==> config.mk <==
export PLATFORM = sky130hd
export DESIGN_NAME = fb_write_ctrl
export DESIGN_NICKNAME = d
export VERILOG_FILES = /design/src/rtl/fb_ctrl_pkg.sv /design/src/rtl/fb_wr_fifo.sv /design/src/rtl/fb_write_ctrl.sv
export SDC_FILE = /design/constraint.sdc
export NUM_CORES = 1
export LEC_CHECK = 0
export ABC_AREA = 1
export CORE_AREA = 2 2 116 118
export CTS_CLUSTER_SIZE = 28
export DETAILED_ROUTE_END_ITERATION = 10
export DIE_AREA = 0 0 118 120
export HOLD_SLACK_MARGIN = 0.05
export MAX_ROUTING_LAYER = met4
export PLACE_DENSITY = 0.88
export SKIP_CTS_REPAIR_TIMING = 1
export SYNTH_ARGS = -nofsm -noshare
export SYNTH_HDL_FRONTEND = slang
export SYNTH_HIERARCHICAL = 1
export SYNTH_SLANG_ARGS = --single-unit
==> constraint.sdc <==
create_clock -name clk -period 5.3 [get_ports clk]
set_input_delay 1.06 -clock clk [delete_from_list [all_inputs] [get_ports clk]]
set_output_delay 1.06 -clock clk [all_outputs]
set_load 0.005 [all_outputs]
==> src/rtl/fb_ctrl_pkg.sv <==
// Shared frame-buffer constants, freeze state encoding and write payload type
// for the write-side controller.
package fb_ctrl_pkg;

    localparam int unsigned FB_W    = 320;
    localparam int unsigned FB_H    = 240;
    localparam int unsigned FB_SIZE = FB_W * FB_H;
    localparam int unsigned ADDR_W  = 17;
    localparam int unsigned PIX_W   = 12;

    typedef enum logic [1:0] {
        RUN         = 2'd0,
        FREEZE_PEND = 2'd1,
        FROZEN      = 2'd2,
        RESUME_PEND = 2'd3
    } freeze_state_t;

    typedef struct packed {
        logic [ADDR_W-1:0] addr;
        logic [PIX_W-1:0]  data;
    } fb_wr_t;

    // True when the address lands inside the 320x240 buffer.
    function automatic logic addr_in_range(input logic [ADDR_W-1:0] addr);
        return addr < ADDR_W'(FB_SIZE);
    endfunction

endpackage

==> src/rtl/fb_wr_fifo.sv <==
// Small synchronous FIFO of frame-buffer writes; a push into a full FIFO is
// accepted when a pop happens in the same cycle.
module fb_wr_fifo
    import fb_ctrl_pkg::*;
#(
    parameter int unsigned DEPTH = 4
) (
    input  logic   clk,
    input  logic   reset,
    input  logic   i_push,
    input  fb_wr_t i_wr,
    input  logic   i_pop,
    output fb_wr_t o_head_c,
    output logic   o_empty_c,
    output logic   o_full_c
);

    localparam int unsigned PTR_W = (DEPTH > 1) ? $clog2(DEPTH) : 1;
    localparam int unsigned CNT_W = $clog2(DEPTH + 1);

    fb_wr_t           r_mem [DEPTH];
    logic [PTR_W-1:0] r_wr_ptr;
    logic [PTR_W-1:0] r_rd_ptr;
    logic [CNT_W-1:0] r_count;

    logic w_push;
    logic w_pop;

    assign o_empty_c = (r_count == '0);
    assign o_full_c  = (r_count == CNT_W'(DEPTH));
    assign o_head_c  = r_mem[r_rd_ptr];

    assign w_pop  = i_pop && !o_empty_c;
    assign w_push = i_push && (!o_full_c || w_pop);

    // Storage needs no reset: pointers define what is live.
    always_ff @(posedge clk) begin
        if (w_push) begin
            r_mem[r_wr_ptr] <= i_wr;
        end
    end

    always_ff @(posedge clk) begin
        if (reset) begin
            r_wr_ptr <= '0;
            r_rd_ptr <= '0;
            r_count  <= '0;
        end else begin
            if (w_push) begin
                r_wr_ptr <= r_wr_ptr + PTR_W'(1);
            end
            if (w_pop) begin
                r_rd_ptr <= r_rd_ptr + PTR_W'(1);
            end
            case ({w_push, w_pop})
                2'b10:   r_count <= r_count + CNT_W'(1);
                2'b01:   r_count <= r_count - CNT_W'(1);
                default: r_count <= r_count;
            endcase
        end
    end

endmodule

==> src/rtl/fb_write_ctrl.sv <==
// Frame-buffer write port controller: arbitrates camera FIFO against overlay
// requests and applies freeze/resume only on frame boundaries.
module fb_write_ctrl
    import fb_ctrl_pkg::*;
#(
    parameter int unsigned FIFO_DEPTH  = 4,
    parameter int unsigned OV_MAX_WAIT = 8
) (
    input  logic              clk,
    input  logic              reset,
    input  logic              cam_valid,
    input  logic [ADDR_W-1:0] cam_addr,
    input  logic [PIX_W-1:0]  cam_data,
    input  logic              cam_vsync,
    input  logic              ov_req,
    input  logic [ADDR_W-1:0] ov_addr,
    input  logic [PIX_W-1:0]  ov_data,
    output logic              ov_gnt,
    input  logic              freeze,
    output logic              fb_we,
    output logic [ADDR_W-1:0] fb_wAddr,
    output logic [PIX_W-1:0]  fb_wData,
    output logic              frame_stop,
    output logic              cam_overflow,
    output logic              addr_err
);

    localparam int unsigned WAIT_W = (OV_MAX_WAIT > 0) ? $clog2(OV_MAX_WAIT + 1) : 1;

    freeze_state_t     r_state;
    freeze_state_t     w_state_nxt;
    logic [WAIT_W-1:0] r_wait;
    logic [WAIT_W-1:0] w_wait_nxt;

    logic              r_fb_we;
    logic [ADDR_W-1:0] r_fb_waddr;
    logic [PIX_W-1:0]  r_fb_wdata;
    logic              r_ov_gnt;
    logic              r_frame_stop;
    logic              r_cam_overflow;
    logic              r_addr_err;

    fb_wr_t w_cam_wr;
    fb_wr_t w_ov_wr;
    fb_wr_t w_head;
    fb_wr_t w_sel;
    logic   w_fifo_empty;
    logic   w_fifo_full;
    logic   w_ov_win;
    logic   w_pop;
    logic   w_sel_valid;
    logic   w_sel_ok;
    logic   w_cam_open;
    logic   w_push;
    logic   w_drop;

    fb_wr_fifo #(
        .DEPTH (FIFO_DEPTH)
    ) u_fifo (
        .clk       (clk),
        .reset     (reset),
        .i_push    (w_push),
        .i_wr      (w_cam_wr),
        .i_pop     (w_pop),
        .o_head_c  (w_head),
        .o_empty_c (w_fifo_empty),
        .o_full_c  (w_fifo_full)
    );

    // Arbitration, address check and camera accept for the current cycle.
    always_comb begin
        w_cam_wr.addr = cam_addr;
        w_cam_wr.data = cam_data;
        w_ov_wr.addr  = ov_addr;
        w_ov_wr.data  = ov_data;
        w_ov_win      = ov_req && (w_fifo_empty || (r_wait >= WAIT_W'(OV_MAX_WAIT)));
        w_pop         = !w_fifo_empty && !w_ov_win;
        w_sel         = w_ov_win ? w_ov_wr : w_head;
        w_sel_valid   = w_ov_win || w_pop;
        w_sel_ok      = addr_in_range(w_sel.addr);
        // Camera is judged against the pre-transition state.
        w_cam_open    = (r_state == RUN) || (r_state == FREEZE_PEND);
        w_push        = cam_valid && w_cam_open && (!w_fifo_full || w_pop);
        w_drop        = cam_valid && w_cam_open && w_fifo_full && !w_pop;
        w_wait_nxt    = (ov_req && !w_ov_win) ? r_wait + WAIT_W'(1) : '0;
    end

    // Freeze next-state: transitions into/out of FROZEN only on vsync.
    always_comb begin
        w_state_nxt = r_state;
        case (r_state)
            RUN: begin
                if (freeze) w_state_nxt = FREEZE_PEND;
            end
            FREEZE_PEND: begin
                if (!freeze)        w_state_nxt = RUN;
                else if (cam_vsync) w_state_nxt = FROZEN;
            end
            FROZEN: begin
                if (!freeze) w_state_nxt = RESUME_PEND;
            end
            RESUME_PEND: begin
                if (freeze)         w_state_nxt = FROZEN;
                else if (cam_vsync) w_state_nxt = RUN;
            end
            default: w_state_nxt = RUN;
        endcase
    end

    always_ff @(posedge clk) begin
        if (reset) begin
            r_state <= RUN;
        end else begin
            r_state <= w_state_nxt;
        end
    end

    always_ff @(posedge clk) begin
        if (reset) begin
            r_wait         <= '0;
            r_fb_we        <= 1'b0;
            r_fb_waddr     <= '0;
            r_fb_wdata     <= '0;
            r_ov_gnt       <= 1'b0;
            r_frame_stop   <= 1'b0;
            r_cam_overflow <= 1'b0;
            r_addr_err     <= 1'b0;
        end else begin
            r_wait       <= w_wait_nxt;
            r_fb_we      <= w_sel_valid && w_sel_ok;
            r_ov_gnt     <= w_ov_win;
            r_frame_stop <= (r_state == FROZEN) || (r_state == RESUME_PEND);
            if (w_sel_valid && w_sel_ok) begin
                r_fb_waddr <= w_sel.addr;
                r_fb_wdata <= w_sel.data;
            end
            if (w_drop) begin
                r_cam_overflow <= 1'b1;
            end
            if (w_sel_valid && !w_sel_ok) begin
                r_addr_err <= 1'b1;
            end
        end
    end

    assign fb_we        = r_fb_we;
    assign fb_wAddr     = r_fb_waddr;
    assign fb_wData     = r_fb_wdata;
    assign ov_gnt       = r_ov_gnt;
    assign frame_stop   = r_frame_stop;
    assign cam_overflow = r_cam_overflow;
    assign addr_err     = r_addr_err;

endmodule

# Yosys cells after proc, flatten, opt, wreduce, memory -nomap -nowiden

Memories as Yosys holds them, arrays and structs flattened. A register that Yosys moved wholly into a read port is not among the register bits.
Index checks and enable logic that the tools add are counted.

Output and inout port bits: 34
RAM bits: 116
Input port bits: 64
Bits in registers: 47
Memories: 1

Memory list:

| memory       | words | width | read ports | clocked after Yosys merged registers in | write ports | RTL line         | source |
|---|---|---|---|---|---|---|---|
| u_fifo.r_mem | 4     | 29    | 1          | 1                                       | 1           | fb_wr_fifo.sv:21 | `fb_wr_t r_mem [DEPTH];` |

Multiplexer cells: 13
Equality and inequality tests: 10
Reduce and logical (&&, ||, !) cells: 27
$lt $le $gt $ge: 2
Bitwise logic cells: 1
Add/sub/neg operators: 5

Operators by type and width:

| cell                                                     | number |
|---|---|
| 2-to-1 mux 29 bit                                        | 1 |
| less-than comparator 17 bit, second input constant       | 1 |
| 2-to-1 mux 2 bit                                         | 8 |
| logical AND 1 bit                                        | 11 |
| one-hot mux 2 bit (4 select lines)                       | 1 |
| == test 2 bit, second input constant                     | 3 |
| logical OR 1 bit                                         | 6 |
| inequality test 3 bit, second input constant             | 2 |
| one-hot mux 3 bit (2 select lines)                       | 1 |
| zero test 1 bit                                          | 5 |
| adder 2 x 1 -> 2 bit, second input constant              | 2 |
| adder 4 x 1 -> 4 bit, second input constant              | 1 |
| == test 2 x 1 -> 1 bit, second input constant            | 2 |
| greater-or-equal comparator 4 bit, second input constant | 1 |
| inequality test 2 bit, second input constant             | 2 |
| AND reduction 4 bit                                      | 1 |
| adder 3 x 1 -> 3 bit, second input constant              | 1 |
| == test 3 bit, second input constant                     | 1 |
| zero test 3 bit                                          | 1 |
| subtractor 3 x 1 -> 3 bit, second input constant         | 1 |
| zero test 2 bit                                          | 1 |
| 2-to-1 mux 1 bit                                         | 2 |
| nonzero test 2 bit                                       | 1 |
| OR reduction 2 bit                                       | 1 |
| NOT 1 bit                                                | 1 |

# Logic depth before layout (Yosys ltp)

Depth in word-level cells: 10
Depth in mapped cells: 16

# Hierarchy

The synthesis kept the hierarchy.

By module, submodules not included:

| module        | area each (µm²) | cells an instance | seq. area each (µm²) | times used |
|---|---|---|---|---|
| fb_wr_fifo    | 4835.9          | 348               | 3663.5               | 1 |
| fb_write_ctrl | 2134.5          | 345               | 800.8                | 1 |

# Least setup slack after synthesis

No wires, ideal clock.

Path type: input -> register
Start: input port ov_req
End: memory u_fifo/r_mem[0][0] (netlist bit) (enable)
Setup slack: 1.410 ns
Stages: 7
Library setup time: 0.415 ns
Arrival: 3.475 ns
Data required time: 4.885 ns
Buffers on the path: 0
Path through: inv_2 > nor2_4 > nor2_1 > nor2_1 > nor2_1 > nand2_4 > nor2_1

Cells in the longest elaborated chain, start to end: 8

RTL lines:

| element                                | RTL line            | source |
|---|---|---|
| start: declaration                     | fb_write_ctrl.sv:15 | `input logic ov_req,` |
| logical AND 1 bit                      | fb_write_ctrl.sv:76 | `w_ov_win = ov_req && (w_fifo_empty \|\| (r_wait >= WAIT_W'(OV_MAX_WAIT)));` |
| zero test 1 bit                        | fb_write_ctrl.sv:77 | `w_pop = !w_fifo_empty && !w_ov_win;` |
| logical AND 1 bit                      | fb_write_ctrl.sv:77 |  |
| named net w_pop                        | fb_write_ctrl.sv:50 | `logic w_pop;` |
| logical OR 1 bit                       | fb_write_ctrl.sv:83 | `w_push = cam_valid && w_cam_open && (!w_fifo_full \|\| w_pop);` |
| logical AND 1 bit                      | fb_write_ctrl.sv:83 |  |
| named net w_push                       | fb_write_ctrl.sv:54 | `logic w_push;` |
| logical AND 1 bit                      | fb_wr_fifo.sv:34    | `assign w_push = i_push && (!o_full_c \|\| w_pop);` |
| 2-to-1 mux 1 bit                       | fb_wr_fifo.sv:38    | `if (w_push) begin` |
| 2-to-1 mux 1 bit (implied by the code) | fb_wr_fifo.sv:39    | `r_mem[r_wr_ptr] <= i_wr;` |
| end: declaration                       | fb_wr_fifo.sv:21    |  |

The timed path passes the listed nets, and every way through them passes these cells.

# Worst setup path in the final report

Start: input port ov_req
End: memory u_fifo/r_mem[2][20] (netlist bit) (enable)

The elaborated chain is that of the path after synthesis.

==> flow_metrics.env <==
export IMPL_status="finished, final reports clean"
export IMPL_synth_warning_count=6
export IMPL_clk_pin_slew_ns=0.06
export IMPL_async_reset_ff_share_pct=0
export IMPL_critPathArrivalTime_ns=4.09
export IMPL_drt_iter0_markers=481
export IMPL_yosysTopAreaCellShare_pct=50.0
export IMPL_clock_root_buffer="clkbuf_16"
export IMPL_fin_setup_tns_ns=0
export IMPL_grt_max_degree=60
export IMPL_vias=5129
export IMPL_syn_area_um2=6970
export IMPL_antenna_cells=0
export IMPL_min_delay_start="fb_wAddr[16]"
export IMPL_grt_pass1_vias=5010
export IMPL_wl_per_cell_um=16.0
export IMPL_antenna_found_initial=0
export IMPL_finalHoldViolations=0
export IMPL_highest_layer="met4"
export IMPL_crit_path_end_kind="flip-flop"
export IMPL_syn_to_final_growth_pct=23.2
export IMPL_synth_top_cells_by_count="nand2_1, nor2_1, edfxtp_1, inv_1, o21ai_0"
export IMPL_route_met2_wl_um=7660
export IMPL_core_area_um2=13000
export IMPL_critPathLaunchType="input port"
export IMPL_grt_overflow=0
export IMPL_clock_skew_ns=0.00781
export IMPL_first_pass_iters=7
export IMPL_ios=98
export IMPL_die_x_um=118
export IMPL_grt_use_total_pct=23.4
export IMPL_yosysTopAreaCell="edfxtp_1"
export IMPL_timing_slew_headroom_pct=34.5
export IMPL_clock_fmax_ghz=0.251
export IMPL_fin_nets=856
export IMPL_max_cap_viol_count=0
export IMPL_endpoint="u_fifo/r_mem[2][20]"
export IMPL_hpwl_um=9750
export IMPL_synth_top_flop_cell="edfxtp_1"
export IMPL_route_met3_wl_um=1110
export IMPL_cts_tree="built"
export IMPL_drv_slew=0
export IMPL_peakVddDrop_mv=0.260
export IMPL_cts_max_level=4
export IMPL_fin_cells=974
export IMPL_grt_pass1_wl_um=24800
export IMPL_p_per_area_nw_per_um2=546
export IMPL_synth_edf_count=116
export IMPL_dp_cells=942
export IMPL_clock_path_buffers=2
export IMPL_ys_ff_latch=165
export IMPL_drt_wl_total_um=15600
export IMPL_numCtsBuffers=17
export IMPL_via_per_inst=5.27
export IMPL_r2r_start="u_fifo/r_count[1]"
export IMPL_antenna_left=0
export IMPL_port_buffers=97
export IMPL_start_util_pct=53.7
export IMPL_ys_top_cells_by_area="edfxtp_1, dfxtp_1, nand2_1"
export IMPL_synth_fp_nets=764
export IMPL_worstPathRequired_ns=5.40
export IMPL_drive_above_1_share_pct=9.77
export IMPL_hp_class="reg2reg"
export IMPL_r2r_end="u_fifo/r_mem[2][20]"
export IMPL_die_height_um=120
export IMPL_insertion_delay_ns=0.42
export IMPL_yosysMostFrequentCell="nand2_1"
export IMPL_drc=0
export IMPL_r2r_slack_ns=1.65
export IMPL_placed_area_um2=8040
export IMPL_fin_crit_sh_pct=75.3
export IMPL_path_class="in2reg"
export IMPL_rows=42
export IMPL_worst_pin_slew_ns=0.982
export IMPL_finalSetupViolCount=0
export IMPL_gp_congestion=0.805
export IMPL_synthDistinctLibCells=35
export IMPL_crit_fanout=27
export IMPL_syn_inst=693
export IMPL_die_area_um2=14200
export IMPL_syn_area_per_cell_um2=10.1
export IMPL_reg2regPathDepth=11
export IMPL_wl_met1_um=6380
export IMPL_leakage_nw=3.39
export IMPL_fin_crit_ns=3.99
export IMPL_rsz0062_at_grt="no"
export IMPL_critPathLaunch="ov_req"
export IMPL_clock_sinks=165
export IMPL_ys_seq_area_share_pct=64.0
export IMPL_final_cell_area_um2=8590
worst min-delay path by stage:
| stage | endpoint | slack (ns) | depth (start not counted) |
|---|---|---|---|
| 3_5_place_dp | flip-flop | 0.44 | 1 |
| 2_1_floorplan | flip-flop | 0.42 | 1 |
| 5_1_grt | r_wait[0] | 0.49 | 1 |
| 4_1_cts | flip-flop | 0.45 | 1 |
| 3_3_place_gp | u_fifo/r_rd_ptr[1] | 0.43 | 1 |
| 6_report | fb_wAddr[16] | 0.45 | 2 |
metrics by stage:
step           hold slack, ns  setup slack (ns)  power [mW]  util [%]
6_report                0.450              1.31        4.69      66.2
5_1_grt                 0.485              1.12        4.98      66.2
4_1_cts                 0.447              1.34        4.69      66.2
3_5_place_dp            0.438             0.987        3.52      61.9
3_3_place_gp            0.433              1.16        3.47      61.9
2_1_floorplan           0.418              1.41        3.07         -
area by class of cell:
| type | count | area (um2) |
|---|---|---|
| fill | 875 | 4390 |
| clock inverter | 15 | 128 |
| multi-input combinational | 428 | 2070 |
| clock buffer | 17 | 425 |
| tap | 176 | 220 |
| timing repair buffer | 104 | 1020 |
| sequential | 165 | 4470 |
| inverter | 69 | 259 |
sequential cells by signal, indices dropped and copies added, names as in the netlist, named ones only:
name,count
u_fifo/r_mem,116
fb_wAddr,17
fb_wData,12
r_wait,4
u_fifo/r_count,3
u_fifo/r_rd_ptr,2
u_fifo/r_wr_ptr,2
addr_err,1
cam_overflow,1
fb_we,1
frame_stop,1
ov_gnt,1
r_state,1
cells by family after synthesis:
group           synth area share [%]
simple gates                    19.6
buf+inv                         6.44
compound gates                  8.45
flops                           64.0
xor+xnor                       0.126
fa+ha+maj                       1.36
layout by cell type (no fill, tap or decap), drive strengths merged:
| cell | count |
|---|---|
| nand3 | 9 |
| clkinv | 9 |
| a21oi | 7 |
| dfxtp | 49 |
| a21boi | 1 |
| nor2 | 137 |
| nand2 | 161 |
| ha | 6 |
| buf | 7 |
| a31oi | 1 |
| fa | 1 |
| o21ai | 65 |
| xnor2 | 1 |
| inv | 74 |
| clkbuf | 17 |
| a21o | 1 |
| bufinv | 1 |
| edfxtp | 116 |
| o22ai | 29 |
| clkdlybuf4s50 | 97 |
| a211oi | 1 |
| nor3 | 2 |
| nand4 | 6 |
power by group:
| part | internal (mW) | leakage (nW) | switching (mW) |
|---|---|---|---|
| combinational | 0.650 | 1.65 | 1.16 |
| clock | 0.647 | 0.271 | 0.491 |
| sequential | 1.64 | 1.47 | 0.106 |
layer usage:
metal | global-route usage, % | vias to the layer above
met2 | 37.1 | 256
met3 | 4.75 | 35
met1 | 28.1 | 2371
li1 | - | 2467
met5 | - | -
met4 | 13.1 | 0
critical path: stages:
cell and delay (ns):
clkdlybuf4s50_1 0.50, inv_2 0.12, nor2_4 0.13, nor2_1 0.54, nor2_1 0.15, nor2_1 0.48
nand2_4 0.19, nor2_2 0.51, buf_4 0.39
Power figures use the tool's default switching activity.
